### config.mk
export PLATFORM = sky130hd
export DESIGN_NAME = xge_pkt_tx_gen_flat
export DESIGN_NICKNAME = d
export VERILOG_FILES = /design/src/rtl/xge_pkt_tx_gen_pkg.sv /design/src/rtl/xge_pkt_tx_gen_if.sv /design/src/rtl/xge_pkt_tx_gen.sv /design/src/flat_wrapper.sv
export SDC_FILE = /design/constraint.sdc
export NUM_CORES = 1
export LEC_CHECK = 0
export BUFFER_PORTS_ARGS = -buffer_cell sky130_fd_sc_hd__buf_2
export CORE_UTILIZATION = 30
export CTS_BUF_LIST = sky130_fd_sc_hd__clkbuf_8 sky130_fd_sc_hd__clkbuf_16
export DETAILED_ROUTE_END_ITERATION = 7
export MAX_ROUTING_LAYER = met4
export PLACE_DENSITY = 0.59
export SYNTH_ARGS = -nofsm -noshare
export SYNTH_HDL_FRONTEND = slang
export SYNTH_SLANG_ARGS = --single-unit
### constraint.sdc
create_clock -name clk_156m25 -period 7.1 [get_ports clk_156m25]
set_clock_uncertainty 0.05 [all_clocks]
set_input_delay 0 -clock clk_156m25 [delete_from_list [all_inputs] [get_ports clk_156m25]]
set_output_delay 0 -clock clk_156m25 [all_outputs]
set_load 0.005 [all_outputs]
### src/rtl/xge_pkt_tx_gen_pkg.sv
// Shared types, widths and the frame byte-pattern helper for the
// xge_mac transmit packet generator.
package xge_pkt_gen_pkg;

    localparam int DATA_W = 64;
    localparam int LEN_W  = 14;
    localparam int WORD_W = 12;
    localparam int MOD_W  = 3;

    typedef enum logic [1:0] {
        IDLE = 2'd0,
        SEND = 2'd1,
        GAP  = 2'd2,
        DONE = 2'd3
    } state_t;

    // Byte j of word k carries seed + 8k + j (mod 256); only 8k mod 256 matters,
    // so the caller passes the low five bits of k. Bytes past bytes_valid read 0.
    function automatic logic [DATA_W-1:0] pattern_word(
        input logic [7:0] seed,
        input logic [4:0] k_lo,
        input logic [3:0] bytes_valid
    );
        logic [DATA_W-1:0] w;
        logic [7:0]        b;
        w = '0;
        for (int j = 0; j < 8; j++) begin
            b = seed + {k_lo, 3'b000} + 8'(j);
            if (4'(j) < bytes_valid) begin
                w[63-8*j -: 8] = b;
            end
        end
        return w;
    endfunction

endpackage

### src/rtl/xge_pkt_tx_gen_if.sv
// MAC transmit packet bus: the generator is the master, the MAC TX FIFO the slave.
interface xge_pkt_tx_if;
    import xge_pkt_gen_pkg::*;

    logic [DATA_W-1:0] pkt_tx_data;
    logic              pkt_tx_val;
    logic              pkt_tx_sop;
    logic              pkt_tx_eop;
    logic [MOD_W-1:0]  pkt_tx_mod;
    logic              pkt_tx_full;

    modport master (
        output pkt_tx_data, pkt_tx_val, pkt_tx_sop, pkt_tx_eop, pkt_tx_mod,
        input  pkt_tx_full
    );

    modport slave (
        input  pkt_tx_data, pkt_tx_val, pkt_tx_sop, pkt_tx_eop, pkt_tx_mod,
        output pkt_tx_full
    );

endinterface

### src/rtl/xge_pkt_tx_gen.sv
// Fixed-length frame generator with programmable count and inter-packet gap,
// driving the xge_mac pkt_tx bus under pkt_tx_full back-pressure.
//   state | meaning
//   IDLE  | waiting for cfg_start
//   SEND  | issuing words of the current frame
//   GAP   | counting cfg_ipg idle cycles between frames
//   DONE  | one-cycle done pulse, then back to IDLE
module xge_pkt_tx_gen
    import xge_pkt_gen_pkg::*;
#(
    parameter int LEN_MIN = 8,
    parameter int LEN_MAX = 9600,
    parameter int CNT_W   = 32
) (
    input  logic              clk_156m25,
    input  logic              reset_156m25,
    input  logic              cfg_start,
    input  logic              cfg_stop,
    input  logic [LEN_W-1:0]  cfg_len,
    input  logic [15:0]       cfg_num_pkts,
    input  logic [7:0]        cfg_ipg,
    xge_pkt_tx_if.master      pkt_tx,
    output logic              busy,
    output logic              done,
    output logic [CNT_W-1:0]  tx_pkt_count
);

    state_t            state;
    logic [WORD_W-1:0] w_last;
    logic [3:0]        eop_bytes;
    logic [MOD_W-1:0]  eop_mod;
    logic [15:0]       num_r;
    logic [7:0]        ipg_r;
    logic [15:0]       frame_idx;
    logic [WORD_W-1:0] word_k;
    logic [7:0]        gap_cnt;
    logic              stop_pend;

    logic [LEN_W-1:0]  len_c;
    logic [LEN_W:0]    len_p7;
    logic [WORD_W-1:0] w_last_c;
    logic              last_word;
    logic              stop_now;
    logic              run_end;
    logic [3:0]        bytes_v;

    always_comb begin
        len_c = cfg_len;
        if (cfg_len < LEN_W'(LEN_MIN)) begin
            len_c = LEN_W'(LEN_MIN);
        end else if (cfg_len > LEN_W'(LEN_MAX)) begin
            len_c = LEN_W'(LEN_MAX);
        end
    end

    assign len_p7    = {1'b0, len_c} + (LEN_W+1)'(7);
    assign w_last_c  = len_p7[LEN_W:3] - WORD_W'(1);
    assign last_word = (word_k == w_last);
    assign stop_now  = stop_pend | cfg_stop;
    assign run_end   = stop_now || ((num_r != 16'd0) && ((frame_idx + 16'd1) == num_r));
    assign bytes_v   = last_word ? eop_bytes : 4'd8;

    always_ff @(posedge clk_156m25 or posedge reset_156m25) begin
        if (reset_156m25) begin
            state              <= IDLE;
            w_last             <= '0;
            eop_bytes          <= '0;
            eop_mod            <= '0;
            num_r              <= '0;
            ipg_r              <= '0;
            frame_idx          <= '0;
            word_k             <= '0;
            gap_cnt            <= '0;
            stop_pend          <= 1'b0;
            busy               <= 1'b0;
            done               <= 1'b0;
            tx_pkt_count       <= '0;
            pkt_tx.pkt_tx_data <= '0;
            pkt_tx.pkt_tx_val  <= 1'b0;
            pkt_tx.pkt_tx_sop  <= 1'b0;
            pkt_tx.pkt_tx_eop  <= 1'b0;
            pkt_tx.pkt_tx_mod  <= '0;
        end else begin
            pkt_tx.pkt_tx_data <= '0;
            pkt_tx.pkt_tx_val  <= 1'b0;
            pkt_tx.pkt_tx_sop  <= 1'b0;
            pkt_tx.pkt_tx_eop  <= 1'b0;
            pkt_tx.pkt_tx_mod  <= '0;
            done               <= 1'b0;

            case (state)
                IDLE: begin
                    if (cfg_start) begin
                        w_last    <= w_last_c;
                        eop_mod   <= len_c[2:0];
                        eop_bytes <= (len_c[2:0] == 3'd0) ? 4'd8 : {1'b0, len_c[2:0]};
                        num_r     <= cfg_num_pkts;
                        ipg_r     <= cfg_ipg;
                        frame_idx <= '0;
                        word_k    <= '0;
                        stop_pend <= cfg_stop;
                        busy      <= 1'b1;
                        state     <= SEND;
                    end
                end

                SEND: begin
                    stop_pend <= stop_now;
                    if (!pkt_tx.pkt_tx_full) begin
                        pkt_tx.pkt_tx_val  <= 1'b1;
                        pkt_tx.pkt_tx_data <= pattern_word(frame_idx[7:0], word_k[4:0], bytes_v);
                        pkt_tx.pkt_tx_sop  <= (word_k == '0);
                        if (last_word) begin
                            pkt_tx.pkt_tx_eop <= 1'b1;
                            pkt_tx.pkt_tx_mod <= eop_mod;
                            tx_pkt_count      <= tx_pkt_count + CNT_W'(1);
                            frame_idx         <= frame_idx + 16'd1;
                            word_k            <= '0;
                            if (run_end) begin
                                state <= DONE;
                            end else if (ipg_r != 8'd0) begin
                                gap_cnt <= ipg_r;
                                state   <= GAP;
                            end
                        end else begin
                            word_k <= word_k + WORD_W'(1);
                        end
                    end
                end

                GAP: begin
                    stop_pend <= stop_now;
                    if (stop_now) begin
                        state <= DONE;
                    end else if (gap_cnt == 8'd1) begin
                        state <= SEND;
                    end else begin
                        gap_cnt <= gap_cnt - 8'd1;
                    end
                end

                DONE: begin
                    done      <= 1'b1;
                    busy      <= 1'b0;
                    stop_pend <= 1'b0;
                    state     <= IDLE;
                end

                default: state <= IDLE;
            endcase
        end
    end

endmodule

### src/flat_wrapper.sv
// flat-port wrapper written by rule: the top's interface ports become plain ports
module xge_pkt_tx_gen_flat import xge_pkt_gen_pkg::*;
#(
    parameter int LEN_MIN = 8,
    parameter int LEN_MAX = 9600,
    parameter int CNT_W   = 32
)
  (clk_156m25, reset_156m25, cfg_start, cfg_stop, cfg_len, cfg_num_pkts, cfg_ipg, busy, done, tx_pkt_count, pkt_tx_pkt_tx_data, pkt_tx_pkt_tx_val, pkt_tx_pkt_tx_sop, pkt_tx_pkt_tx_eop, pkt_tx_pkt_tx_mod, pkt_tx_pkt_tx_full);
  xge_pkt_tx_if pkt_tx_i ();
  input  logic clk_156m25;
  input  logic reset_156m25;
  input  logic cfg_start;
  input  logic cfg_stop;
  input  logic [LEN_W-1:0] cfg_len;
  input  logic [15:0] cfg_num_pkts;
  input  logic [7:0] cfg_ipg;
  output logic busy;
  output logic done;
  output logic [CNT_W-1:0] tx_pkt_count;
  output wire logic [$bits(pkt_tx_i.pkt_tx_data)-1:0] pkt_tx_pkt_tx_data;
  output wire logic [$bits(pkt_tx_i.pkt_tx_val)-1:0] pkt_tx_pkt_tx_val;
  output wire logic [$bits(pkt_tx_i.pkt_tx_sop)-1:0] pkt_tx_pkt_tx_sop;
  output wire logic [$bits(pkt_tx_i.pkt_tx_eop)-1:0] pkt_tx_pkt_tx_eop;
  output wire logic [$bits(pkt_tx_i.pkt_tx_mod)-1:0] pkt_tx_pkt_tx_mod;
  input wire logic [$bits(pkt_tx_i.pkt_tx_full)-1:0] pkt_tx_pkt_tx_full;
  assign pkt_tx_pkt_tx_data = pkt_tx_i.pkt_tx_data;
  assign pkt_tx_pkt_tx_val = pkt_tx_i.pkt_tx_val;
  assign pkt_tx_pkt_tx_sop = pkt_tx_i.pkt_tx_sop;
  assign pkt_tx_pkt_tx_eop = pkt_tx_i.pkt_tx_eop;
  assign pkt_tx_pkt_tx_mod = pkt_tx_i.pkt_tx_mod;
  assign pkt_tx_i.pkt_tx_full = pkt_tx_pkt_tx_full;
  xge_pkt_tx_gen #(.LEN_MIN(LEN_MIN), .LEN_MAX(LEN_MAX), .CNT_W(CNT_W)) u_core (.clk_156m25(clk_156m25), .reset_156m25(reset_156m25), .cfg_start(cfg_start), .cfg_stop(cfg_stop), .cfg_len(cfg_len), .cfg_num_pkts(cfg_num_pkts), .cfg_ipg(cfg_ipg), .pkt_tx(pkt_tx_i), .busy(busy), .done(done), .tx_pkt_count(tx_pkt_count));
endmodule
# ---- Word level (Yosys, flattened, before mapping)
# Index checks and enable logic that the tools add are counted.
dict set report totals {
  regBits 186
  input_bits 43
}
dict set report classes {
  add_sub_neg 14
  order_cmp 10
  eq_ne 15
  n_mux 52
  bitwise_logic 2
  n_reduce_logical 18
}
# operator n
set op_table {}
lappend op_table {{64-bit 2-to-1 mux} 2}
lappend op_table {{8-bit 2-to-1 mux} 14}
lappend op_table {{16-bit 2-to-1 mux} 3}
lappend op_table {{12-bit 2-to-1 mux} 3}
lappend op_table {{32-bit by 1-bit adder with 32-bit output, second input constant} 1}
lappend op_table {{8-bit by 3-bit adder with 8-bit output, second input constant} 4}
lappend op_table {{16-bit case mux with 2 select lines} 1}
lappend op_table {{14-bit 2-to-1 mux} 2}
lappend op_table {{12-bit case mux with 2 select lines} 1}
lappend op_table {{16-bit by 1-bit adder with 16-bit output, second input constant} 1}
lappend op_table {{8-bit by 2-bit adder with 8-bit output, second input constant} 2}
lappend op_table {{16-bit equality test} 1}
lappend op_table {{3-bit by 4-bit < comparator with 1-bit output, first input constant} 4}
lappend op_table {{8-bit case mux with 2 select lines} 1}
lappend op_table {{16-bit nonzero test} 1}
lappend op_table {{14-bit by 3-bit adder with 15-bit output, second input constant} 1}
lappend op_table {{14-bit greater-than comparator, second input constant} 1}
lappend op_table {{14-bit by 4-bit < comparator with 1-bit output, second input constant} 1}
lappend op_table {{2-bit 2-to-1 mux} 7}
lappend op_table {{12-bit by 1-bit adder with 12-bit output, second input constant} 1}
lappend op_table {{12-bit equality test} 1}
lappend op_table {{12-bit logical NOT} 1}
lappend op_table {{12-bit by 1-bit subtractor with 12-bit output, second input constant} 1}
lappend op_table {{1-bit 2-to-1 mux} 10}
lappend op_table {{other kinds (30)} 46}

# ---- Depth between registers and ports, before layout
# Gate-level depths: netlist of the first run.
dict set report logic_depth {
  word_depth 8
  depth_mapped 12
}

# ---- Least setup slack after synthesis of the first run
# Ideal clock, no wire load.
dict set report synth_timing {
  path_kind {flip-flop to flip-flop}
  startpoint {register u_core.frame_idx[0]}
  endpoint {register u_core.state[1]}
  t_arrival_ps 2810
  slack_ps 4118
  path_stages_with_launch 12
  period_less_slack_ps 2982
  cell_sequence {dfrtp_1 > buf_2 > buf_1 > inv_1 > ha_1 > xor2_1 > nor2_1 > nand3b_1 > or4b_4 > or3_4 > and3_1 > o22a_1}
}
dict set report synth_between {
  elab_chain_cells 8
  elab_cells_between_ends 10
  cone_classes {add/sub (1); eq/ne (2); mux (4); reduce/logical (3)}
}
# element line_no
set synth_lines {}
lappend synth_lines {{from (decl)} xge_pkt_tx_gen.sv:34} ;# logic [15:0] frame_idx;
lappend synth_lines {{from (signal assigned)} xge_pkt_tx_gen.sv:117} ;# frame_idx <= frame_idx + 16'd1;
lappend synth_lines {{16-bit by 1-bit adder with 16-bit output (*)} xge_pkt_tx_gen.sv:60} ;# assign run_end = stop_now || ((num_r != 16'd0) && ((frame_idx + 16'd1) == num_r));
lappend synth_lines {{16-bit equality test (*)} xge_pkt_tx_gen.sv:60}
lappend synth_lines {{1-bit logical AND (*)} xge_pkt_tx_gen.sv:60}
lappend synth_lines {{1-bit logical OR (*)} xge_pkt_tx_gen.sv:60}
lappend synth_lines {{2-bit 2-to-1 mux} xge_pkt_tx_gen.sv:119} ;# if (run_end) begin
lappend synth_lines {{2-bit 2-to-1 mux} xge_pkt_tx_gen.sv:113} ;# if (last_word) begin
lappend synth_lines {{2-bit 2-to-1 mux} xge_pkt_tx_gen.sv:109} ;# if (!pkt_tx.pkt_tx_full) begin
lappend synth_lines {{2-bit case mux with 4 select lines} xge_pkt_tx_gen.sv:91} ;# case (state)
lappend synth_lines {{to (signal assigned)} xge_pkt_tx_gen.sv:103} ;# state <= SEND;
lappend synth_lines {{to (signal assigned)} xge_pkt_tx_gen.sv:120} ;# state <= DONE;
lappend synth_lines {{to (signal assigned)} xge_pkt_tx_gen.sv:123} ;# state <= GAP;
lappend synth_lines {{to (decl)} xge_pkt_tx_gen.sv:28} ;# state_t state;
# Every way passes the cells marked *; elsewhere a longest branch is shown, timed or not. The select of a mux whose other input is x is not followed.
# A chain may end at the register's enable or synchronous reset.

# ---- Worst setup path after layout of the first run
dict set report layout_timing {
  startpoint {register u_core.state[1]}
  endpoint {register u_core.gap_cnt[3]}
}
dict set report layout_between {
  elab_chain_cells 3
  elab_cells_between_ends 11
  cone_classes {eq/ne (8); mux (1); reduce/logical (2)}
}
# element line_no
set layout_lines {}
lappend layout_lines {{from (signal assigned)} xge_pkt_tx_gen.sv:65} ;# state <= IDLE;
lappend layout_lines {{from (signal assigned)} xge_pkt_tx_gen.sv:103}
lappend layout_lines {{from (signal assigned)} xge_pkt_tx_gen.sv:120}
lappend layout_lines {{2-bit equality test / 2-bit by 1-bit equality test with 1-bit output (equally long branches)} xge_pkt_tx_gen.sv:91}
lappend layout_lines {{2-bit inequality test (no source line) (tied with other cells)} --}
lappend layout_lines {{7-bit AND reduction (no source line)} --}
lappend layout_lines {{to (signal assigned)} xge_pkt_tx_gen.sv:122} ;# gap_cnt <= ipg_r;
lappend layout_lines {{to (signal assigned)} xge_pkt_tx_gen.sv:138} ;# gap_cnt <= gap_cnt - 8'd1;
lappend layout_lines {{to (decl)} xge_pkt_tx_gen.sv:36} ;# logic [7:0] gap_cnt;
# Parallel ways exist; a longest one is shown, timed or not.

==> impl_summary.log, run 1 <==
[metrics] outcome: complete, no violations
[metrics] total number of vias: slightly below 8000
[metrics] stage delay of the slowest cell on the critical path: ~0.79 ns
[metrics] total power consumption of the routed design: 3.48 mW
[metrics] leading cell type by number of instances after synthesis: sky130_fd_sc_hd__dfrtp_1
[metrics] Final Hold Slack: 0.0172 ns
[metrics] number of synthesized flops with an enable pin: 0
[metrics] largest driver fanout on the critical path: 19
[metrics] static leakage power: 5.58 nW
[metrics] Congestion Overflow GR: 0
[metrics] slowest cell on the critical path: sky130_fd_sc_hd__and4_1
[metrics] GPL Wtd Cong: 0.909
[metrics] share of synthesized registers carrying an async set or reset: 100%
[metrics] DRC viols: 0
[metrics] core area: 31600 um2
[metrics] detailed-route wire length per cell: 16.1 um
[metrics] final std cells w/o fill: 1573
[metrics] number of instances resized during post-cts repair: 0
[metrics] gate count after technology mapping: 996
[metrics] Req. time, crit path: 7.37 ns
[metrics] Synth top area share: 48.0%
[metrics] drt first-iter violations: 508
[metrics] largest net degree at the start of global routing: 72
[metrics] IO Port Bufs: 146
[metrics] Post-CTS Setup Bufs: 0
[metrics] DP Worst Slack: 3.30 ns
[metrics] H-tree Lvls: 4
[metrics] clock slew at the register clock pins of the worst setup and hold paths: 0.08 ns
[metrics] relative max-transition margin: 43.7%
[metrics] CP bufs+invs: 2
[metrics] post-placement cell count: 1504
[metrics] Clk Latency, worst-skew pair: 0.44 ns
[metrics] worst setup slack after layout: 3.29 ns
[metrics] Detailed Route WL: 25.4 mm
[metrics] syn nets: 1063
[metrics] type of the worst setup path: flip-flop to flip-flop
[metrics] Synth area leader: sky130_fd_sc_hd__dfrtp_1
[metrics] Root Buffer: sky130_fd_sc_hd__clkbuf_16
[metrics] Hold Path Class: input pin to flip-flop
[metrics] total routing usage reported by global routing: between 10% and 20%
[metrics] Cell Area, Synth: approximately 9600 um2
[metrics] cell family contributing the most delay on the critical path: simple AND/OR/NAND/NOR gates
[metrics] layout net count: around 1200
[metrics] synth-to-layout area growth: 21.8%
[metrics] total of hold buffers inserted after clock tree synthesis: 37
[metrics] maximum resistive drop on vdd: 0.170 mV
[metrics] Hold Vio Cnt, Final: 0
[metrics] setup TNS after final layout: 0 ns
[metrics] Routed Antenna Nets: 0
[metrics] Primary FF master, synth: sky130_fd_sc_hd__dfrtp_1
[metrics] timing-limited maximum frequency: 263 MHz
[metrics] period utilisation layout: between 50% and 60%
[metrics] Antenna Diode Count: 0
[metrics] share of post-route cells with drive strength above 1: a little under a fifth
[metrics] deepest clock path buffer count: 2
[metrics] placed wire-length estimate: 18.2 mm
[metrics] commonest cells in the synthesized netlist: sky130_fd_sc_hd__dfrtp_1, sky130_fd_sc_hd__nand2_1, sky130_fd_sc_hd__nor2_1, sky130_fd_sc_hd__xnor2_1, sky130_fd_sc_hd__xor2_1
[metrics] share of the yosys chip area belonging to registers: between 40% and 50%
[metrics] number of I/O pins: 147
[metrics] Worst Max-Slew Pin Slew: slightly above 0.8 ns
[metrics] final critical delay including setup and external delays: 3.81 ns
[metrics] routed vias/inst: approximately 5.0
[metrics] Std-Cell Rows: 65
[metrics] cell chain of the critical path: inv_1 -> ha_1 -> inv_1 -> nor2_1 -> and4_1 -> nand2b_1 -> o21ai_1 -> nand3_1 -> a221o_1
[metrics] top cells by area, synth: sky130_fd_sc_hd__dfrtp_1, sky130_fd_sc_hd__xnor2_1, sky130_fd_sc_hd__nand2_1
[metrics] total of flip-flops plus latches after synthesis: 185
[metrics] die height: 181 um
[metrics] CTS tree: done
[metrics] Layout Cell Area excl Fill: 11800 um2
[metrics] fin util: 37.2%
[metrics] vias in the first global route: 7514
[metrics] flop-to-flop setup slack: 3.29 ns
[metrics] initial antenna violation count: 0
[metrics] Die Outline Area: 32900 um2
[metrics] power per cell area: 296 nW/um2
[metrics] final setup vio count: 0
[metrics] warnings from Yosys: 0
[metrics] maximum capacitance violations: 0
[metrics] type of origin of the critical path: flip-flop
[metrics] max-slew violation count: 0
[metrics] total CTS buffers: 17
[metrics] critical path arrival: 4.07 ns
[metrics] first-pass iteration count of the detailed router: 5
[metrics] crit-path most repeated cell: sky130_fd_sc_hd__inv_1
[metrics] count of different cell masters after synthesis: 79
[metrics] placement-stage cell area: 10700 um2
[metrics] width of the chip: 181 um
[metrics] average footprint of a synthesized cell: 9.68 um2
[metrics] Sinks on Clock Net: 185
[metrics] wire length of the first global-routing pass: 41.3 mm
[metrics] effective utilization at floorplan: 30.6%
[metrics] RSZ-0062 raised after global routing: false
[metrics] endpoint type of the worst setup path: flip-flop
==> per-layer routing <==
metal	vias to the layer above	part of all wire, %	GRT usage [%]
li1	3790	-	-
met1	3805	50	22.7
met2	200	44	24.2
met3	17	4.3	3.02
met4	0	0.95	3.46
met5	-	0	-
==> kinds of logic after synthesis <==
family,count (synthesis),share of synthesized area (%)
and+or+nand+nor,440,23.3
DFF,185,48.0
buffers and inverters,68,2.98
xor gates and xnor gates,115,10.4
AOI/OAI and AO/OA,154,11.0
muxes,10,1.06
adders and majority gates,24,3.19
==> worst min-delay path: cells and delay by family <==
| kind | cells | cell delay, ns |
|---|---|---|
| buf+inv | 1 | 0.15 |
| compound gates | 3 | 0.31 |
==> placed cells by master (no fill, tap or decap), types with 5 or more instances in the layout <==
master                          instances
sky130_fd_sc_hd__dfrtp_1              185
sky130_fd_sc_hd__buf_2                146
sky130_fd_sc_hd__nand2_1              135
sky130_fd_sc_hd__nor2_1               108
sky130_fd_sc_hd__xnor2_1               61
sky130_fd_sc_hd__xor2_1                54
sky130_fd_sc_hd__o21ai_0               50
sky130_fd_sc_hd__dlygate4sd3_1         37
sky130_fd_sc_hd__nand3_1               32
sky130_fd_sc_hd__and3_1                29
sky130_fd_sc_hd__ha_1                  23
sky130_fd_sc_hd__a21oi_1               21
sky130_fd_sc_hd__inv_1                 20
sky130_fd_sc_hd__nor4_1                20
sky130_fd_sc_hd__nand4_1               19
sky130_fd_sc_hd__and2_1                19
sky130_fd_sc_hd__clkbuf_16             17
sky130_fd_sc_hd__and4_1                14
sky130_fd_sc_hd__o31ai_1               14
sky130_fd_sc_hd__nand2b_1              11
sky130_fd_sc_hd__nor2b_1               10
sky130_fd_sc_hd__nor3_1                 9
sky130_fd_sc_hd__mux2i_1                8
sky130_fd_sc_hd__a31oi_1                7
sky130_fd_sc_hd__buf_4                  7
sky130_fd_sc_hd__or3_1                  6
sky130_fd_sc_hd__a22o_1                 6
sky130_fd_sc_hd__clkinv_8               6
sky130_fd_sc_hd__nor3b_1                5
==> flip-flops by register name, summed over array words and instances (netlist names), 4 cells and up <==
name	flops
u_core.eop_bytes	4
u_core.w_last	12
u_core.tx_pkt_count	32
u_core.pkt_tx.pkt_tx_data	64
u_core.word_k	12
u_core.gap_cnt	8
u_core.num_r	16
u_core.frame_idx	16
u_core.ipg_r	8
==> power breakdown <==
part / leakage (nW) / internal (mW) / switching (mW)
Combinational: 2.79 / 0.399 / 0.608
Sequential: 2.48 / 1.24 / 0.190
Clock: 0.316 / 0.550 / 0.486
Total: 5.58 / 2.19 / 1.28
==> path summary, 6_finish.rpt <==
path,cells past startpoint,end,start
max,9,u_core.gap_cnt[3],u_core.state[1]
min reg2reg,1,u_core.tx_pkt_count[31],u_core.tx_pkt_count[31]
max reg2reg,9,u_core.gap_cnt[3],u_core.state[1]
max in group asynchronous,4,u_core.frame_idx[12],reset_156m25
min,4,u_core.w_last[10],cfg_len[13]
min in group asynchronous,3,u_core.tx_pkt_count[6],reset_156m25
==> layout make-up <==
type | instances | area [um2]
Tap cell | 402 | 503
Sequential cell | 185 | 4630
Fill cell | 3203 | 19800
Clock inverter | 15 | 228
Multi-Input combinational cell | 743 | 4730
Timing Repair Buffer | 190 | 1150
Clock buffer | 17 | 425
Inverter | 21 | 83.8
(Power assumes the default switching activity.)
==> run 2, diff against run 1 <==
--- a/config.mk
+++ b/config.mk
@@ -5,12 +5,13 @@
 export SDC_FILE = /design/constraint.sdc
 export NUM_CORES = 1
 export LEC_CHECK = 0
+export ABC_AREA = 1
 export BUFFER_PORTS_ARGS = -buffer_cell sky130_fd_sc_hd__buf_2
 export CORE_UTILIZATION = 30
 export CTS_BUF_LIST = sky130_fd_sc_hd__clkbuf_8 sky130_fd_sc_hd__clkbuf_16
 export DETAILED_ROUTE_END_ITERATION = 7
 export MAX_ROUTING_LAYER = met4
-export PLACE_DENSITY = 0.59
+export PLACE_DENSITY = 0.6
 export SYNTH_ARGS = -nofsm -noshare
 export SYNTH_HDL_FRONTEND = slang
 export SYNTH_SLANG_ARGS = --single-unit
==> constraint.sdc (replaced) <==
create_clock -name clk_156m25 -period 3.4 [get_ports clk_156m25]
set_clock_uncertainty 0.05 [all_clocks]
set_input_delay 0 -clock clk_156m25 [delete_from_list [all_inputs] [get_ports clk_156m25]]
set_output_delay 0 -clock clk_156m25 [all_outputs]
set_load 0.005 [all_outputs]
==> run 2 against run 1 <==
Effect of this change: design area is 2.0% higher; power up 110%; largest power group unchanged; critical endpoint is now u_core.pkt_tx.pkt_tx_data[39]; die area grew 1.7%; fmax rose by 41%; sequential share of layout area is 0.78 points lower; largest cell class is now flip-flops and latches; clock-buffer cell count unchanged; utilization is 0.36 points higher; final cell count increased by 14%; combinational power up 120%; setup slack worse by 2.6 ns; register-to-register slack worse by 2.6 ns; non-clock buffer count down 1.
==> impl_summary.log, run 2 <==
[metrics] outcome: complete, no violations
[metrics] IO Port Bufs: 146
[metrics] share of synthesized registers carrying an async set or reset: 100%
[metrics] register name with the most flops: u_core.pkt_tx.pkt_tx_data
[metrics] RSZ-0062 raised after global routing: false
[metrics] drt first-iter violations: 511
[metrics] first-pass iteration count of the detailed router: 5
[metrics] type of the worst setup path: flip-flop to flip-flop
[metrics] flip-flop count of the largest register, all copies and words added: 64
[metrics] Worst Max-Slew Pin Slew: 0.786 ns
[metrics] crit-path most repeated cell: sky130_fd_sc_hd__nor2_1
[metrics] wire length of the first global-routing pass: 41.5 mm
[metrics] cell family contributing the most delay on the critical path: adder cells
[metrics] initial antenna violation count: 0
[metrics] share of post-route cells with drive strength above 1: a little under a fifth
[metrics] Req. time, crit path: 3.68 ns
[metrics] Sinks on Clock Net: 185
[metrics] core area: 31900 um2
[metrics] Synth top area share: 47.2%
[metrics] largest net degree at the start of global routing: 93
[metrics] Clk Latency, worst-skew pair: 0.44 ns
[metrics] net switching power: approximately 2.8 mW
[metrics] most frequent cells in the layout: sky130_fd_sc_hd__nand2_1, sky130_fd_sc_hd__dfrtp_1, sky130_fd_sc_hd__nor2_1, sky130_fd_sc_hd__buf_2, sky130_fd_sc_hd__inv_1
[metrics] Detailed Route WL: 25.6 mm
[metrics] average footprint of a synthesized cell: 8.42 um2
[metrics] largest driver fanout on the critical path: 7
[metrics] number of I/O pins: 147
[metrics] Congestion Overflow GR: 0
[metrics] CP bufs+invs: 1
[metrics] setup TNS after final layout: 0 ns
[metrics] slowest cell on the critical path: sky130_fd_sc_hd__fa_1
[metrics] total routing usage reported by global routing: 16.2%
[metrics] cell chain of the critical path: ha_1 -> fa_1 -> nand2_1 -> or2_2 -> nor2_1 -> inv_1 -> nor2_1 -> xor2_1 -> nor2_1
[metrics] max-slew violation count: 0
[metrics] commonest cells in the synthesized netlist: sky130_fd_sc_hd__nand2_1, sky130_fd_sc_hd__dfrtp_1, sky130_fd_sc_hd__nor2_1, sky130_fd_sc_hd__inv_1, sky130_fd_sc_hd__xor2_1
[metrics] timing-limited maximum frequency: 371 MHz
[metrics] routed vias/inst: 4.59
[metrics] placed wire-length estimate: 19.0 mm
[metrics] Antenna Diode Count: 0
[metrics] share of the yosys chip area belonging to registers: 47.2%
[metrics] final setup vio count: 0
[metrics] width of the chip: 183 um
[metrics] period utilisation layout: between 70% and 80%
[metrics] synth-to-layout area growth: 22.1%
[metrics] power per cell area: 602 nW/um2
[metrics] Cell Area, Synth: 9810 um2
[metrics] maximum capacitance violations: 0
[metrics] layout net count: between 1000 and 1500
[metrics] die height: 183 um
[metrics] number of synthesized flops with an enable pin: 0
[metrics] count of different cell masters after synthesis: 56
[metrics] Hold Path Class: input pin to flip-flop
[metrics] relative max-transition margin: 47.6%
[metrics] gate count after technology mapping: 1166
[metrics] Post-CTS Setup Bufs: 0
[metrics] type of origin of the critical path: flip-flop
[metrics] GPL Wtd Cong: a little under 0.9
[metrics] Synth area leader: sky130_fd_sc_hd__dfrtp_1
[metrics] final critical delay including setup and external delays: ~2.7 ns
[metrics] total of flip-flops plus latches after synthesis: 185
[metrics] Hold Vio Cnt, Final: 0
[metrics] static leakage power: between 5 and 6 nW
[metrics] detailed-route wire length per cell: 14.2 um
[metrics] deepest clock path buffer count: 2
[metrics] total CTS buffers: 17
[metrics] critical path arrival: between 2 and 3 ns
[metrics] endpoint type of the worst setup path: flip-flop
[metrics] proportion of power drawn by combinational gates: 31.4%
[metrics] proportion of total power due to net switching: 38.5%
[metrics] maximum resistive drop on vdd: around 0.36 mV
[metrics] Std-Cell Rows: 65
[metrics] total number of vias: 8266
[metrics] stage delay of the slowest cell on the critical path: around 0.76 ns
[metrics] total power consumption of the routed design: approximately 7.2 mW
[metrics] Root Buffer: sky130_fd_sc_hd__clkbuf_16
[metrics] Clk network pwr share: 27.0%
[metrics] DRC viols: 0
[metrics] warnings from Yosys: 0
[metrics] Primary FF master, synth: sky130_fd_sc_hd__dfrtp_1
[metrics] internal power summed over all cells: 4.44 mW
[metrics] Routed Antenna Nets: 0
[metrics] clock slew at the register clock pins of the worst setup and hold paths: 0.08 ns
[metrics] most common cell after layout, fill and taps aside: sky130_fd_sc_hd__nand2_1
[metrics] H-tree Lvls: 4
[metrics] Die Outline Area: 33400 um2
[metrics] top cells by area, synth: sky130_fd_sc_hd__dfrtp_1, sky130_fd_sc_hd__nand2_1, sky130_fd_sc_hd__nor2_1
[metrics] vias in the first global route: 7941
[metrics] effective utilization at floorplan: between 30% and 40%
[metrics] leading cell type by number of instances after synthesis: sky130_fd_sc_hd__nand2_1
[metrics] CTS tree: done
[metrics] largest registers: u_core.pkt_tx.pkt_tx_data (64), u_core.tx_pkt_count (32)
[metrics] syn nets: about 1200
[metrics] sequential share of power: about two fifths
-- run 2: changes by cell type in the layout (fill, tap and decap cells not counted), moves of 14 or more --
cell / delta
sky130_fd_sc_hd__o31ai_1: -14
sky130_fd_sc_hd__inv_1: +93
sky130_fd_sc_hd__nand2_1: +141
sky130_fd_sc_hd__xnor2_1: -32
sky130_fd_sc_hd__and2_1: -18
sky130_fd_sc_hd__nor2_1: +41
sky130_fd_sc_hd__nor3_1: +19
sky130_fd_sc_hd__and3_1: -29
sky130_fd_sc_hd__and4_1: -14
sky130_fd_sc_hd__nand3_1: +22
-- run 2: repair_timing --
action	in CTS	in global routing
hold buffers	33	0
gates resized for setup	0	0
setup endpoints to repair	0	0
endpoints found under the hold margin	219	0
-- run 2: cells by family (layout without fill, tap and decap cells) --
kind of cell / Yosys count / after routing / share of synthesized area (%)
buffers and inverters: 152 / 352 / 6.20
DFF: 185 / 185 / 47.2
xor gates and xnor gates: 94 / 94 / 8.75
AOI/OAI and AO/OA: 112 / 112 / 6.76
adders and majority gates: 24 / 24 / 3.14
and+or+nand+nor: 599 / 599 / 28.0
-- run 2: area by class of cell --
cell class                      instances  area, um2
Timing Repair Buffer                  189       1160
Clock inverter                         15        153
Clock buffer                           17        425
Multi-Input combinational cell        829       4580
Fill cell                            3281      19900
Inverter                              131        498
Tap cell                              435        544
Sequential cell                       185       4630
-- run 2: path summary, 6_finish.rpt --
check	cells past startpoint	endpoint	slack, ns	from
setup / recovery	9	u_core.pkt_tx.pkt_tx_data[39]	0.71	u_core.word_k[0]
hold / removal	4	u_core.eop_bytes[0]	0.01	cfg_len[0]
setup reg to reg	9	u_core.pkt_tx.pkt_tx_data[39]	0.71	u_core.word_k[0]
hold reg to reg	2	u_core.pkt_tx.pkt_tx_mod[1]	0.45	u_core.eop_mod[1]
max in group asynchronous	4	u_core.pkt_tx.pkt_tx_data[56]	2.45	reset_156m25
min in group asynchronous	3	u_core.pkt_tx.pkt_tx_data[42]	0.04	reset_156m25
-- run 2: metal layers --
| layer | global-route usage (%) | wire length [um] | up-vias |
|---|---|---|---|
| met3 | 2.76 | 1180 | 31 |
| li1 | - | - | 4099 |
| met5 | - | 0 | - |
| met1 | 21.6 | 12000 | 3920 |
| met4 | 5.43 | 547 | 0 |
| met2 | 24.9 | 11900 | 216 |
-- run 2: power by group through the flow --
stage / Sequential (mW) / Combinational [mW] / Clock, mW
2_1_floorplan: 2.93 / 1.59 / 0
3_3_place_gp: 3.03 / 2.21 / 0
3_5_place_dp: 3.03 / 2.24 / 0
4_1_cts: 3.00 / 2.29 / 2.00
5_1_grt: 3.05 / 2.58 / 2.11
6_report: 3.00 / 2.27 / 1.95
-- run 2: metrics by stage --
stage / util (%) / setup WS [ns] / instances / hold slack, ns / instance area [um2]
2_1_floorplan: - / 0.820 / 1166 / 0.0505 / 9820
3_3_place_gp: 34.7 / 0.806 / 1736 / -0.0260 / 11100
3_5_place_dp: 34.7 / 0.724 / 1736 / -0.0281 / 11100
4_1_cts: 37.6 / 0.713 / 1801 / 0.0150 / 12000
5_1_grt: 37.6 / 0.363 / 1801 / 0.0491 / 12000
6_report: 37.6 / 0.708 / 1801 / 0.0141 / 12000
-- run 2: worst reg2reg max path: stages (launching register included) --
cell	delay [ns]
sky130_fd_sc_hd__dfrtp_1	0.45
sky130_fd_sc_hd__ha_1	0.27
sky130_fd_sc_hd__fa_1	0.76
sky130_fd_sc_hd__nand2_1	0.21
sky130_fd_sc_hd__or2_2	0.35
sky130_fd_sc_hd__nor2_1	0.09
sky130_fd_sc_hd__inv_1	0.06
sky130_fd_sc_hd__nor2_1	0.13
sky130_fd_sc_hd__xor2_1	0.16
sky130_fd_sc_hd__nor2_1	0.06
==> run 3, diff against run 2 <==
==> constraint.sdc (replaced) <==
create_clock -name clk_156m25 -period 2.3 [get_ports clk_156m25]
set_clock_uncertainty 0.05 [all_clocks]
set_input_delay 0 -clock clk_156m25 [delete_from_list [all_inputs] [get_ports clk_156m25]]
set_output_delay 0 -clock clk_156m25 [all_outputs]
set_load 0.005 [all_outputs]
==> run 3 against run 2 <==
Effect of this change: the run now ends with negative setup slack left; non-clock buffer count up 79; sequential cell count stayed put; fmax rose by 15%; clock power grew 50%; critical endpoint is now u_core.pkt_tx.pkt_tx_data[23]; largest power group unchanged.
==> impl_summary.log, run 3 (synthesis results as in run 2) <==
[metrics] CTS tree: done
[metrics] highest-utilization routing layer at the global route stage: met2
[metrics] first-pass iteration count of the detailed router: 5
[metrics] cell family contributing the most delay on the critical path: simple AND/OR/NAND/NOR gates
[metrics] Clk Latency, worst-skew pair: 0.44 ns
[metrics] layout net count: 1501
[metrics] share of post-route cells with drive strength above 1: between 20% and 30%
[metrics] routed vias/inst: 4.58
[metrics] Root Buffer: sky130_fd_sc_hd__clkbuf_16
[metrics] initial antenna violation count: 0
[metrics] DRC viols: 0
[metrics] total routing usage reported by global routing: about 17%
[metrics] Seq. cell area: 4640 um2
[metrics] largest registers: u_core.pkt_tx.pkt_tx_data (64), u_core.tx_pkt_count (32)
[metrics] period utilisation layout: 101%
[metrics] Detailed Route WL: roughly 27 mm
[metrics] cell chain of the critical path: ha_2 -> fa_1 -> nand2_1 -> inv_1 -> nor2_4 -> inv_1 -> nor3_4 -> nand2_1 -> xor2_1 -> nand3_1 -> inv_1
[metrics] Antenna Diode Count: 0
[metrics] number of I/O pins: 147
[metrics] power per cell area: 874 nW/um2
[metrics] H-tree Lvls: 4
[metrics] effective utilization at floorplan: roughly 30%
[metrics] grt met3 use: 2.82%
[metrics] relative max-transition margin: 59.5%
[metrics] placement-stage cell area: 11500 um2
[metrics] CP bufs+invs: 3
[metrics] GPL Wtd Cong: 0.901
[metrics] register name with the most flops: u_core.pkt_tx.pkt_tx_data
[metrics] max-slew violation count: 0
[metrics] Std-Cell Rows: 65
[metrics] outcome: finished, violations left
[metrics] final setup vio count: 8
[metrics] synth-to-layout area growth: 33.3%
[metrics] type of the worst setup path: flip-flop to flip-flop
[metrics] most frequent cells in the layout: sky130_fd_sc_hd__nand2_1, sky130_fd_sc_hd__dfrtp_1, sky130_fd_sc_hd__buf_2, sky130_fd_sc_hd__nor2_1, sky130_fd_sc_hd__inv_1
[metrics] drt first-iter violations: 510
[metrics] most common cell after layout, fill and taps aside: sky130_fd_sc_hd__nand2_1
[metrics] core area: 31900 um2
[metrics] Worst Max-Slew Pin Slew: 0.603 ns
[metrics] Hold Path Class: input pin to flip-flop
[metrics] count of filler cells inserted in the layout: 3197
[metrics] Sinks on Clock Net: 185
[metrics] maximum capacitance violations: 0
[metrics] timing-limited maximum frequency: 429 MHz
[metrics] detailed-route wire length per cell: 14.3 um
[metrics] wire length of the first global-routing pass: 42.5 mm
[metrics] slowest cell on the critical path: sky130_fd_sc_hd__fa_1
[metrics] met1 usage: 21.7%
[metrics] violated checks: negative setup slack
[metrics] Global Route met2 Usage: 26.2%
[metrics] Congestion Overflow GR: 0
[metrics] deepest clock path buffer count: 2
[metrics] total number of vias: 8619
[metrics] Hold Vio Cnt, Final: 0
[metrics] setup TNS after final layout: -0.0727 ns
[metrics] clock slew at the register clock pins of the worst setup and hold paths: around 0.080 ns
[metrics] static leakage power: 6.54 nW
[metrics] Req. time, crit path: 2.63 ns
[metrics] total CTS buffers: 17
[metrics] final critical delay including setup and external delays: between 2 and 2.5 ns
[metrics] Layout Cell Area excl Fill: roughly 13000 um2
[metrics] type of origin of the critical path: flip-flop
[metrics] maximum resistive drop on vdd: between 0.4 and 0.5 mV
[metrics] Routed Antenna Nets: 0
[metrics] area of the multi-input gates: 5010 um2
[metrics] Die Outline Area: approximately 33000 um2
[metrics] vias in the first global route: 8216
[metrics] endpoint type of the worst setup path: flip-flop
[metrics] largest net degree at the start of global routing: 80
[metrics] placed wire-length estimate: 19.7 mm
[metrics] critical path arrival: 2.66 ns
[metrics] die height: roughly 180 um
[metrics] width of the chip: around 180 um
[metrics] crit-path most repeated cell: sky130_fd_sc_hd__inv_1
[metrics] total power consumption of the routed design: 11.4 mW
[metrics] RSZ-0062 raised after global routing: true
[metrics] IO Port Bufs: 146
[metrics] flip-flop count of the largest register, all copies and words added: 64
[metrics] post-placement cell count: approximately 1800
[metrics] flop-to-flop setup slack: -0.03 ns
[metrics] largest driver fanout on the critical path: 8
[metrics] final std cells w/o fill: approximately 1900
[metrics] worst setup slack after layout: -0.0313 ns
[metrics] stage delay of the slowest cell on the critical path: 0.45 ns
[metrics] DP Worst Slack: -0.0389 ns
## run 3: cell types whose count changed in the layout (fill, tap and decap cells not counted), sizes merged
cell,delta
buf,+79
inv,-2
nand2,+2
clkbuf,+1
clkinv,+1
## run 3: metrics by stage
| step | hold slack, ns | util (%) |
|---|---|---|
| global route | 0.0535 | 41.0 |
| detailed placement | 0.151 | 36.1 |
| global placement | 0.150 | 36.1 |
| floorplan | 0.0505 | - |
| finish | 0.0240 | 41.0 |
| CTS | 0.00769 | 39.1 |
## run 3: worst paths after layout
kind                                   start  cells after the start                             to
max in group asynchronous       reset_156m25                      4               u_core.word_k[1]
min reg2reg                u_core.eop_mod[1]                      2    u_core.pkt_tx.pkt_tx_mod[1]
max reg2reg                 u_core.word_k[0]                     11  u_core.pkt_tx.pkt_tx_data[23]
min in group asynchronous       reset_156m25                      4  u_core.pkt_tx.pkt_tx_data[37]
max                         u_core.word_k[0]                     11  u_core.pkt_tx.pkt_tx_data[23]
min                              cfg_len[13]                      7              u_core.w_last[10]
## run 3: where the power goes
| part | internal [mW] | switching (mW) | leakage [nW] |
|---|---|---|---|
| combinational | 1.66 | 2.45 | 3.83 |
| sequential | 3.88 | 0.519 | 2.42 |
| clock | 1.48 | 1.44 | 0.287 |
| total | 7.02 | 4.41 | 6.53 |
## run 3: cell type report
cell class / instances / share of cell area, %
multi-input combinational: 831 / 38.3
sequential: 185 / 35.4
timing repair buffer: 268 / 13.7
tap: 435 / 4.16
inverter: 131 / 3.91
clock buffer: 18 / 3.36
clock inverter: 14 / 1.18
## run 3: timing repair
action / CTS / global route
gates cloned: 0 / 2
pin swaps: 1 / 37
buffers inserted: 1 / 26
endpoints found under the hold margin: 221 / 0
endpoints found under the setup margin: 10 / 84
gates resized for setup: 4 / 95
hold buffers: 33 / 0
## run 3: layer usage
| layer | wire, um | up-vias |
|---|---|---|
| met1 | 12300 | 4086 |
| met2 | 12900 | 215 |
| met4 | 433 | 0 |
| li1 | - | 4287 |
| met5 | 0 | - |
| met3 | 1140 | 31 |
## run 3: worst reg2reg max path: stages (launching register included)
cell and delay, ns:
sky130_fd_sc_hd__dfrtp_1 0.39, sky130_fd_sc_hd__ha_2 0.20, sky130_fd_sc_hd__fa_1 0.45, sky130_fd_sc_hd__nand2_1 0.08, sky130_fd_sc_hd__inv_1 0.08, sky130_fd_sc_hd__nor2_4 0.09, sky130_fd_sc_hd__inv_1 0.17, sky130_fd_sc_hd__nor3_4 0.29
sky130_fd_sc_hd__nand2_1 0.11, sky130_fd_sc_hd__xor2_1 0.21, sky130_fd_sc_hd__nand3_1 0.09, sky130_fd_sc_hd__inv_1 0.06
